[src/rtl/izh_mon_pkg.sv]
// Shared constants and types for the Izhikevich spike monitor.
// Voltages are the neuron's Q2.6 word: 64 = 1.0, so 19 ~ 0.30 (30 mV).
package izh_mon_pkg;

    localparam logic signed [7:0] V_30MV     = 8'sd19;
    localparam logic signed [7:0] V_REARM    = -8'sd16;

    localparam logic signed [7:0] TH_HI_DEF  = V_30MV;
    localparam logic signed [7:0] TH_LO_DEF  = V_REARM;
    localparam int                ISI_W_DEF  = 16;
    localparam int                CNT_W_DEF  = 16;
    localparam int                FIFO_DEPTH_DEF = 4;

    typedef enum logic [0:0] {
        ARMED   = 1'b0,
        REFRACT = 1'b1
    } mon_state_t;

endpackage

[src/rtl/izh_isi_fifo.sv]
// Small synchronous FIFO holding inter-spike intervals.
// The head entry comes straight from the storage registers, so the output
// is stable while the consumer stalls. A push on a full FIFO is accepted
// only when a pop frees a slot in the same cycle; the parent decides what
// to do with a push that cannot be accepted.
module izh_isi_fifo #(
    parameter int WIDTH = 16,
    parameter int DEPTH = 4
) (
    input  logic             clk,
    input  logic             rst_n,
    input  logic             i_clr,
    input  logic             i_push,
    input  logic [WIDTH-1:0] i_push_data,
    output logic             o_full,
    input  logic             i_pop,
    output logic             o_valid,
    output logic [WIDTH-1:0] o_data
);

    localparam int AW = $clog2(DEPTH);

    logic [WIDTH-1:0] r_mem [DEPTH];
    logic [AW-1:0]    r_wr_ptr;
    logic [AW-1:0]    r_rd_ptr;
    logic [AW:0]      r_count;

    logic w_pop;
    logic w_push;

    assign o_full  = (r_count == (AW+1)'(DEPTH));
    assign o_valid = (r_count != '0);
    assign o_data  = r_mem[r_rd_ptr];

    assign w_pop  = i_pop & o_valid;
    assign w_push = i_push & (~o_full | w_pop);

    // Storage, pointers and occupancy; clear empties the FIFO and zeroes the head.
    always_ff @(posedge clk) begin
        if (!rst_n || i_clr) begin
            r_wr_ptr <= '0;
            r_rd_ptr <= '0;
            r_count  <= '0;
            for (int i = 0; i < DEPTH; i++) begin
                r_mem[i] <= '0;
            end
        end else begin
            if (w_push) begin
                r_mem[r_wr_ptr] <= i_push_data;
                r_wr_ptr        <= r_wr_ptr + AW'(1);
            end
            if (w_pop) begin
                r_rd_ptr <= r_rd_ptr + AW'(1);
            end
            if (w_push && !w_pop) begin
                r_count <= r_count + (AW+1)'(1);
            end else if (!w_push && w_pop) begin
                r_count <= r_count - (AW+1)'(1);
            end
        end
    end

endmodule

[src/rtl/izh_spike_monitor.sv]
// Spike detector, spike counter and inter-spike-interval recorder for the
// Izhikevich neuron's membrane-voltage word.
//
// state   | meaning
// --------+-------------------------------------------------------------
// ARMED   | waiting for v_in >= TH_HI; crossing it fires one spike
// REFRACT | spike fired; waiting for v_in < TH_LO before re-arming
//
// The ISI push is registered one cycle behind the detect so that isi_valid
// never rises in the same cycle as the spike pulse.
module izh_spike_monitor
    import izh_mon_pkg::*;
#(
    parameter logic signed [7:0] TH_HI      = TH_HI_DEF,
    parameter logic signed [7:0] TH_LO      = TH_LO_DEF,
    parameter int                ISI_W      = ISI_W_DEF,
    parameter int                CNT_W      = CNT_W_DEF,
    parameter int                FIFO_DEPTH = FIFO_DEPTH_DEF
) (
    input  logic              clk,
    input  logic              rst_n,
    input  logic              en,
    input  logic signed [7:0] v_in,
    input  logic              clr,
    output logic              spike,
    output logic [CNT_W-1:0]  spike_count,
    output logic              isi_valid,
    output logic [ISI_W-1:0]  isi_data,
    input  logic              isi_ready,
    output logic              overflow
);

    mon_state_t       r_state;
    logic             r_spike;
    logic [CNT_W-1:0] r_spike_count;
    logic [ISI_W-1:0] r_isi_cnt;
    logic             r_have_prev;
    logic             r_push;
    logic [ISI_W-1:0] r_push_data;
    logic             r_overflow;

    logic             w_detect;
    logic [ISI_W-1:0] w_isi_inc;
    logic             w_full;
    logic             w_pop;
    logic             w_fifo_push;
    logic             w_drop;

    assign w_detect  = en && (r_state == ARMED) && (v_in >= TH_HI);
    assign w_isi_inc = (r_isi_cnt == '1) ? r_isi_cnt : r_isi_cnt + ISI_W'(1);

    assign w_pop       = isi_valid & isi_ready;
    assign w_fifo_push = r_push & (~w_full | w_pop);
    assign w_drop      = r_push & w_full & ~w_pop;

    // Hysteresis FSM with the registered one-cycle spike pulse.
    always_ff @(posedge clk) begin
        if (!rst_n || clr) begin
            r_state <= ARMED;
            r_spike <= 1'b0;
        end else begin
            r_spike <= 1'b0;
            if (en) begin
                case (r_state)
                    ARMED: begin
                        if (v_in >= TH_HI) begin
                            r_spike <= 1'b1;
                            r_state <= REFRACT;
                        end
                    end
                    REFRACT: begin
                        if (v_in < TH_LO) begin
                            r_state <= ARMED;
                        end
                    end
                    default: r_state <= ARMED;
                endcase
            end
        end
    end

    // Spike counter, interval counter and the delayed ISI push request.
    always_ff @(posedge clk) begin
        if (!rst_n || clr) begin
            r_spike_count <= '0;
            r_isi_cnt     <= '0;
            r_have_prev   <= 1'b0;
            r_push        <= 1'b0;
            r_push_data   <= '0;
        end else begin
            r_push <= 1'b0;
            if (en) begin
                if (w_detect) begin
                    r_spike_count <= (r_spike_count == '1) ? r_spike_count
                                                           : r_spike_count + CNT_W'(1);
                    r_isi_cnt     <= '0;
                    r_have_prev   <= 1'b1;
                    r_push        <= r_have_prev;
                    r_push_data   <= w_isi_inc;
                end else begin
                    r_isi_cnt <= w_isi_inc;
                end
            end
        end
    end

    // Sticky flag for an interval lost to a full FIFO.
    always_ff @(posedge clk) begin
        if (!rst_n || clr) begin
            r_overflow <= 1'b0;
        end else if (w_drop) begin
            r_overflow <= 1'b1;
        end
    end

    izh_isi_fifo #(
        .WIDTH (ISI_W),
        .DEPTH (FIFO_DEPTH)
    ) u_isi_fifo (
        .clk         (clk),
        .rst_n       (rst_n),
        .i_clr       (clr),
        .i_push      (w_fifo_push),
        .i_push_data (r_push_data),
        .o_full      (w_full),
        .i_pop       (isi_ready),
        .o_valid     (isi_valid),
        .o_data      (isi_data)
    );

    assign spike       = r_spike;
    assign spike_count = r_spike_count;
    assign overflow    = r_overflow;

endmodule

[config.mk]
export PLATFORM = sky130hd
export DESIGN_NAME = izh_spike_monitor
export DESIGN_NICKNAME = d
export VERILOG_FILES = /design/src/rtl/izh_mon_pkg.sv /design/src/rtl/izh_isi_fifo.sv /design/src/rtl/izh_spike_monitor.sv
export SDC_FILE = /design/constraint.sdc
export NUM_CORES = 1
export LEC_CHECK = 0
export ABC_AREA = 1
export ABC_CLOCK_PERIOD_IN_PS = 4350
export CAP_MARGIN = 30
export CORE_ASPECT_RATIO = 0.75
export CORE_MARGIN = 2
export CORE_UTILIZATION = 61
export CTS_BUF_LIST = sky130_fd_sc_hd__clkbuf_8
export DETAILED_ROUTE_END_ITERATION = 10
export PLACE_DENSITY = 0.83
export SETUP_SLACK_MARGIN = 0.15
export SYNTH_ARGS = -nofsm -noshare
export SYNTH_HDL_FRONTEND = slang
export SYNTH_HIERARCHICAL = 1
export SYNTH_SLANG_ARGS = --single-unit
export TNS_END_PERCENT = 50
[constraint.sdc]
create_clock -name clk -period 4.35 [get_ports clk]
set_clock_uncertainty 0.1 [all_clocks]
set_input_delay 1.0875 -clock clk [delete_from_list [all_inputs] [get_ports clk]]
set_output_delay 1.0875 -clock clk [all_outputs]
set_load 0.02 [all_outputs]
* Word level (Yosys, flattened, before mapping) *
Memory sizes are Yosys's and may differ from the RTL's. A register that Yosys moved wholly into a read port is not among the register bits.
Index checks and enable logic that the tools add are counted.
W data, S select, Z words.

operators by class
  muxes and demuxes = 17
  divide/modulo/power cells = 0
  shift-type cells = 0
  bitwise gates (word level) = 12
  equal/unequal tests = 3
  add/sub/neg operators = 6
  multipliers = 0
  reduce and logical (&&, ||, !) cells = 15
  $lt $le $gt $ge = 2

operators with widths
  kind                     count
  $mux W16                 3
  $add A16 B1 Y16 const B  2
  $eq A16 B16 Y1 const B   2
  $reduce_or A16 Y1        1
  $ge A8 B6 Y1 const B     1
  $lt A8 B5 Y1 const B     1
  $mux W1                  8
  $mux W2                  3
  $mux W3                  2
  $not A1 Y1               6
  $reduce_or A3 Y1         2
  $and A1 B1 Y1            5
  $add A2 B1 Y2 const B    2
  $logic_and A1 B1 Y1      4
  $add A3 B1 Y3 const B    1
  $eq A3 B3 Y1 const B     1
  $logic_not A1 Y1         3
  $reduce_and A3 Y1        1
  $reduce_bool A3 Y1       1
  $sub A3 B1 Y3 const B    1
  $pmux W1 S2              1
  $reduce_and A2 Y1        1
  $reduce_bool A2 Y1       1
  $logic_or A1 B1 Y1       1
  $or A1 B1 Y1             1

storage, ports and cells
  latch bits = 0
  ROM bits = 0
  memory bits (writable) = 64
  output and inout port bits = 35
  memories kept = 1
  flip-flop bits (word level) = 60
  word-level logic and storage cells = 67

memories
  memory            words  width  read ports  clocked after memory_dff  wr ports  line                RTL
  u_isi_fifo.r_mem  4      16     1           1                         4         izh_isi_fifo.sv:23  logic [WIDTH-1:0] r_mem [DEPTH];

* Depth between registers and ports, before layout *
Gate-level depths: netlist (run 1).

  word-level depth = 10
  gate-level depth with buffers = 14
  gate-level depth less buffers = 14

* Modules after synthesis *
Netlist (run 1), hierarchy kept.

modules (own cells, without submodules)
  module             area an instance (sq um)  cells each  instances
  izh_isi_fifo       3383.2                    318         1
  izh_spike_monitor  2777.7                    407         1

* Least setup slack after synthesis (run 1) *
Ideal clock, no wire load.

  path kind = in2reg
  start point = input isi_ready
  end point = memory u_isi_fifo.r_mem[0][0], enable pin
  arrival = 3.052 ns
  setup slack = 0.787 ns
  cell stages on the path = 4
  data required time = 3.839 ns
  library setup time = 0.411 ns
  path through = nand2_1 a21boi_0 nand4_4 o21ai_0

RTL lines
  item         line                     RTL
  from (decl)  izh_spike_monitor.sv:29  input logic isi_ready,
  to (decl)    izh_isi_fifo.sv:23

==> metrics.md, run 1 <==
| Metric | Value |
|---|---|
| Status | completed |
| H-tree lvl count | 4 |
| First-pass GRT wire length | about 23 mm |
| Area Overhead vs Synth | 15.2% |
| CTS resizes | 0 |
| Layout cells sized above 1 | between 10% and 20% |
| Setup TNS | 0 ns |
| Synth top area share | a little under a third |
| Hold Fails Final Rpt | 0 |
| Netlist cell types | 37 |
| Top cells by area, synth | edfxtp_1, dfxtp_1, nand2_1 |
| Final Setup Violations | 0 |
| Peak VDD IR | roughly 0.00023 V |
| Clk buf depth | 2 |
| CTS Buf Count | 17 |
| Reg clk slew, reported paths | roughly 0.070 ns |
| Max Cap Viol | 0 |
| Initial Util | between 60 and 70% |
| Initial antenna violation count | 0 |
| Pre-CTS setup slack | roughly 0.6 ns |
| Max_slew headroom | a little under two fifths |
| Max-slew violation count | 0 |
| WL/cell | ~14 um |
| N_diodes | 0 |
| Sequential fraction of the synthesis area | 51.3% |
| Core Region | 9740 sq um |
| Overflow after GRT | 0 |
| Die width | between 100 and 150 um |
| Min Tclk post-route | 3.69 ns |
| Finished Cell Area | ~7100 sq um |
| WP data required | between 3 and 4 ns |
| DR pass1 iterations | 5 |
| Asr flop ratio synth | 0% |
| I/O pin total | 48 |
| CTS hold repair buffers | 0 |
| Die height | 91.0 um |
| Gpl congestion | around 0.93 |
| Worst skew pair latency | between 0.4 and 0.5 ns |
| Clock root buffer | clkbuf_8 |
| Top_reg_cell synth | edfxtp_1 |
| Wirelength, routed | between 10 and 15 mm |
| Cell Area, Synth | slightly above 6000 sq um |
| Remaining antenna violation count | 0 |
| Dominant cell type by area after synthesis | edfxtp_1 |
| Nets@finish | 791 |
| Detailed Route Iter0 Violations | approximately 520 |
| Vias in the first global route | 4725 |
| HPWL after DPL | between 8 and 9 mm |
| Worst-Margin Slew | about 0.94 ns |
| Post-synth top cells | nand2_1, nor2_1, inv_1, edfxtp_1, dfxtp_1 |
| Setup CP Type | register to primary output |
| Post-Syn Area per Cell | 8.50 sq um |
| Post-Syn Nets | approximately 740 |
| Post-route DRC | 0 |
| CP Max Fanout | 17 |
| RSZ-0062 raised after global routing | no |
| Post-Syn Instances | just over 700 |
| Synth warn | 6 |
| CTS Sinks | ~130 |
| Leak | around 0.0028 uW |
| Part of the cycle the worst path needs | ~85% |
| Pwr dens | ~340 nW/um^2 |
| Gr usage total | a little over a quarter |
| Largest net degree at the start of global routing | 33 |
| Die Footprint | between 10000 and 15000 sq um |
| Worst setup SP type | register |
| Total setup buffers inserted after CTS | 0 |
| Vias | between 5000 and 6000 |
| Worst path arrival time | 2.50 ns |
| Most frequent cell after synthesis | nand2_1 |
| Rows | 31 |
| Via density | 5.48 |
| Setup WS post-layout | 0.658 ns |
| Worst hold path class | register to register |
| Peak Freq | 271 MHz |
| Post-synth EDFFs | 64 |
| CTS tree | yes |
| # port buffers | 47 |
| Worst Setup End Kind | primary output |
| #FFs+latches synth | around 130 |
| Post-placement cell area | 6700 sq um |
[worst max-delay path: stages, from the launching register on]
cell             delay (ns)
dfxtp_1                0.51
inv_1                  0.50
o21ai_0                0.19
o22ai_1                0.23
clkdlybuf4s50_1        0.65
[metrics by stage]
stage | util [%] | hold slack [ns] | std cells | power, uW
finish | 72.9 | 0.365 | 919 | 2410
global route | 72.9 | 0.378 | 919 | 2490
CTS | 72.9 | 0.365 | 919 | 2420
detailed placement | 68.8 | 0.354 | 887 | 1430
global placement | 68.8 | 0.331 | 887 | 1430
floorplan | - | 0.323 | 725 | 1380
[cell usage in the layout (no fill, tap or decap), types with 16 or more instances in the layout]
master,instances
a21oi_1,37
nand3_1,22
edfxtp_1,64
clkbuf_8,17
nor3_1,19
inv_1,71
o21ai_0,56
o22ai_1,16
nand2_1,139
nor2_1,114
clkdlybuf4s50_1,47
nor2_2,21
dfxtp_1,62
[worst paths after layout]
kind	startpoint	to	slack (ns)	cells past startpoint
max	register	isi_data[5]	0.66	4
min reg2reg	r_have_prev$_SDFFE_PP0P_	r_push$_SDFF_PP0_	0.37	2
max reg2reg	u_isi_fifo/r_count[1]$_SDFFE_PP0P_	u_isi_fifo/r_count[2]$_SDFFE_PP0P_	1.59	13
min	r_have_prev$_SDFFE_PP0P_	r_push$_SDFF_PP0_	0.37	2
[kinds of logic after synthesis]
logic type / after synthesis / synth area share, %
AO/OA/AOI/OAI: 119 / 10.2
adder cells (fa/ha/maj): 4 / 0.934
buffers and inverters: 101 / 7.31
XOR/XNOR: 18 / 2.56
AND/OR/NAND/NOR: 357 / 27.6
flip-flops: 126 / 51.3
[power by group]
part           switching [uW]  internal [uW]
clock network             443            556
registers                14.4           1270
logic                    75.2           43.1
[area by class of cell]
cell class / instances / area (sq um)
clock inverter: 15 / 160
clock buffer: 17 / 234
sequential: 126 / 3160
timing repair buffer: 56 / 538
tap: 132 / 165
fill: 701 / 2640
multi-input combinational: 498 / 2550
inverter: 75 / 287
[layer usage]
layer / vias up / routed length (um) / global-route usage, %
met4: 0 / 104 / 6.96
met1: 2354 / 6170 / 37.3
met5: - / 0 / 0
li1: 2473 / - / -
met2: 196 / 6050 / 40.4
met3: 12 / 978 / 6.41
[sequential cells by signal (all words and copies together), names as in the netlist, named ones only]
signal               cells
r_push                   1
overflow                 1
r_state                  1
spike_count             16
r_have_prev              1
spike                    1
u_isi_fifo/r_count       3
u_isi_fifo/r_wr_ptr      2
r_push_data             16
r_isi_cnt               16
u_isi_fifo/r_mem        64
u_isi_fifo/r_rd_ptr      2
Power figures use the tool's default switching activity.
==> inputs of run 2 (changes only) <==
ABC_CLOCK_PERIOD_IN_PS = 3700   (was 4350)
clock period = 3.7 ns   (was 4.35 ns; I/O delays follow)
==> metrics.md, run 2 (synthesis gave the netlist of run 1 again) <==
| Metric | Value |
|---|---|
| Highest-delay cell along the critical path | clkdlybuf4s50_1 |
| Core Region | 9740 sq um |
| Wirelength, routed | 13.3 mm |
| Worst hold path class | register to register |
| Global routing met3 resource utilization | 6.09% |
| Setup CP Type | register to primary output |
| CTS hold repair buffers | 0 |
| Max reg flops | 64 |
| Sw frac | about 22% |
| Total setup buffers inserted after CTS | 0 |
| Nets@finish | 796 |
| Peak Freq | about 300 MHz |
| Initial antenna violation count | 0 |
| GR Util met1 | approximately 36% |
| First-pass GRT wire length | roughly 22 mm |
| Largest net degree at the start of global routing | 33 |
| R2r setup slk | roughly 1.1 ns |
| Final Setup Violations | 0 |
| Sequential power share | 53.6% |
| RSZ-0062 raised after global routing | no |
| Max Cap Viol | 0 |
| Overflow after GRT | 0 |
| CTS Sinks | ~130 |
| Critical-path cell list | inv_1, o21ai_0, o22ai_1, clkdlybuf4s50_1 |
| Leak | around 0.0028 uW |
| Worst-Margin Slew | around 0.72 ns |
| Gpl congestion | 0.917 |
| Setup TNS | 0 ns |
| Clock share of power | 41.5% |
| Net switching power | around 630 uW |
| Die height | 91.0 um |
| Die Footprint | ~11000 sq um |
| Reg clk slew, reported paths | ~0.07 ns |
| H-tree lvl count | 4 |
| Part of the cycle the worst path needs | around nine tenths |
| Remaining antenna violation count | 0 |
| Die width | around 120 um |
| N_diodes | 0 |
| Pwr dens | a little under 400 nW/um^2 |
| # port buffers | 47 |
| Internal | 2200 uW |
| Leading cell type in the layout, fill and taps excluded | nand2_1 |
| Vias | roughly 5000 |
| Post-route DRC | 0 |
| Worst skew pair latency | 0.43 ns |
| Post-layout util | between 70% and 80% |
| CTS tree | yes |
| WP data required | between 2 and 3 ns |
| Detailed Route Iter0 Violations | about 540 |
| Worst path max stage delay | about 0.64 ns |
| Initial Util | between 60% and 70% |
| Gr usage total | between 20% and 30% |
| Rows | 31 |
| Layout cells sized above 1 | a little over an eighth |
| Vias in the first global route | between 4000 and 5000 |
| Worst Setup End Kind | primary output |
| Max_slew headroom | 52.1% |
| Hold Fails Final Rpt | 0 |
| CP Max Fanout | 16 |
| Commonest non-fill, non-tap cells in the layout | nand2_1, nor2_1, inv_1, edfxtp_1, dfxtp_1 |
| Worst path arrival time | ~2.3 ns |
| Gate power share | just under 5% |
| Clk buf depth | 2 |
| Worst setup SP type | register |
| Min Tclk post-route | between 3 and 4 ns |
| WL/cell | between 10 and 15 um |
| Clock root buffer | clkbuf_8 |
| Global routing's busiest layer | met2 |
| Met2 usage | between 30 and 40% |
| DR pass1 iterations | 5 |
| HPWL after DPL | between 9 and 10 mm |
| CTS Buf Count | 17 |
| Area Overhead vs Synth | 15.6% |
| I/O pin total | 48 |
| Top register by number of flip-flops | u_isi_fifo/r_mem |
| Peak VDD IR | ~0.00025 V |
| Max-slew violation count | 0 |
| Status | completed |
| Via density | 5.38 |
run 2: changes by cell type in the layout (fill, tap and decap cells not counted), sizes merged:
cell	before	now
inv	78	77
clkinv	7	5
buf	9	14
clkinvlp	2	3
run 2: area by class of cell:
| type | count | area [sq um] |
|---|---|---|
| sequential | 126 | 3160 |
| fill | 699 | 2610 |
| multi-input combinational | 498 | 2550 |
| timing repair buffer | 61 | 576 |
| inverter | 75 | 287 |
| clock buffer | 17 | 234 |
| tap | 132 | 165 |
| clock inverter | 13 | 151 |
run 2: per-stage QoR:
| step | power (uW) | cells | cell area (sq um) | worst slack, ns | hold slack, ns |
|---|---|---|---|---|---|
| 2_1_floorplan | 1630 | 725 | 6160 | 0.299 | 0.323 |
| 3_3_place_gp | 1680 | 892 | 6740 | 0.506 | 0.332 |
| 3_5_place_dp | 1690 | 892 | 6740 | 0.326 | 0.348 |
| 4_1_cts | 2840 | 922 | 7120 | 0.231 | 0.360 |
| 5_1_grt | 2910 | 922 | 7120 | 0.170 | 0.383 |
| 6_report | 2830 | 922 | 7120 | 0.349 | 0.360 |
run 2: final timing paths:
kind | start | end | depth (start not counted)
max | register | isi_data[10] | 4
min | r_have_prev$_SDFFE_PP0P_ | r_push$_SDFF_PP0_ | 2
max reg2reg | u_isi_fifo/r_count[1]$_SDFFE_PP0P_ | u_isi_fifo/r_count[2]$_SDFFE_PP0P_ | 14
min reg2reg | r_have_prev$_SDFFE_PP0P_ | r_push$_SDFF_PP0_ | 2
run 2: critical path, delay by kind of cell (launching register included):
kind / cells / cell delay, ns
flops: 1 / 0.41
compound gates: 2 / 0.42
buf+inv: 2 / 1.06
run 2: repair_timing:
item,CTS,global route
endpoints found under the setup margin,0,16
gates resized for setup,0,1
endpoints found under the hold margin,0,0
run 2: power by group through the flow:
stage                     logic, uW  clock network (uW)  registers, uW
after floorplan                82.9                   0           1540
after global placement          135                   0           1540
after detailed placement        139                   0           1550
after CTS                       139                1180           1520
after global routing            153                1240           1520
final                           139                1170           1520
run 2: per-layer routing:
metal  wire (um)  part of all wire, %  up-vias
met3         710                  5.3       16
li1            -                    -     2484
met5           0                    0        -
met2        6090                   46      143
met4         151                  1.1        0
met1        6350                   48     2317
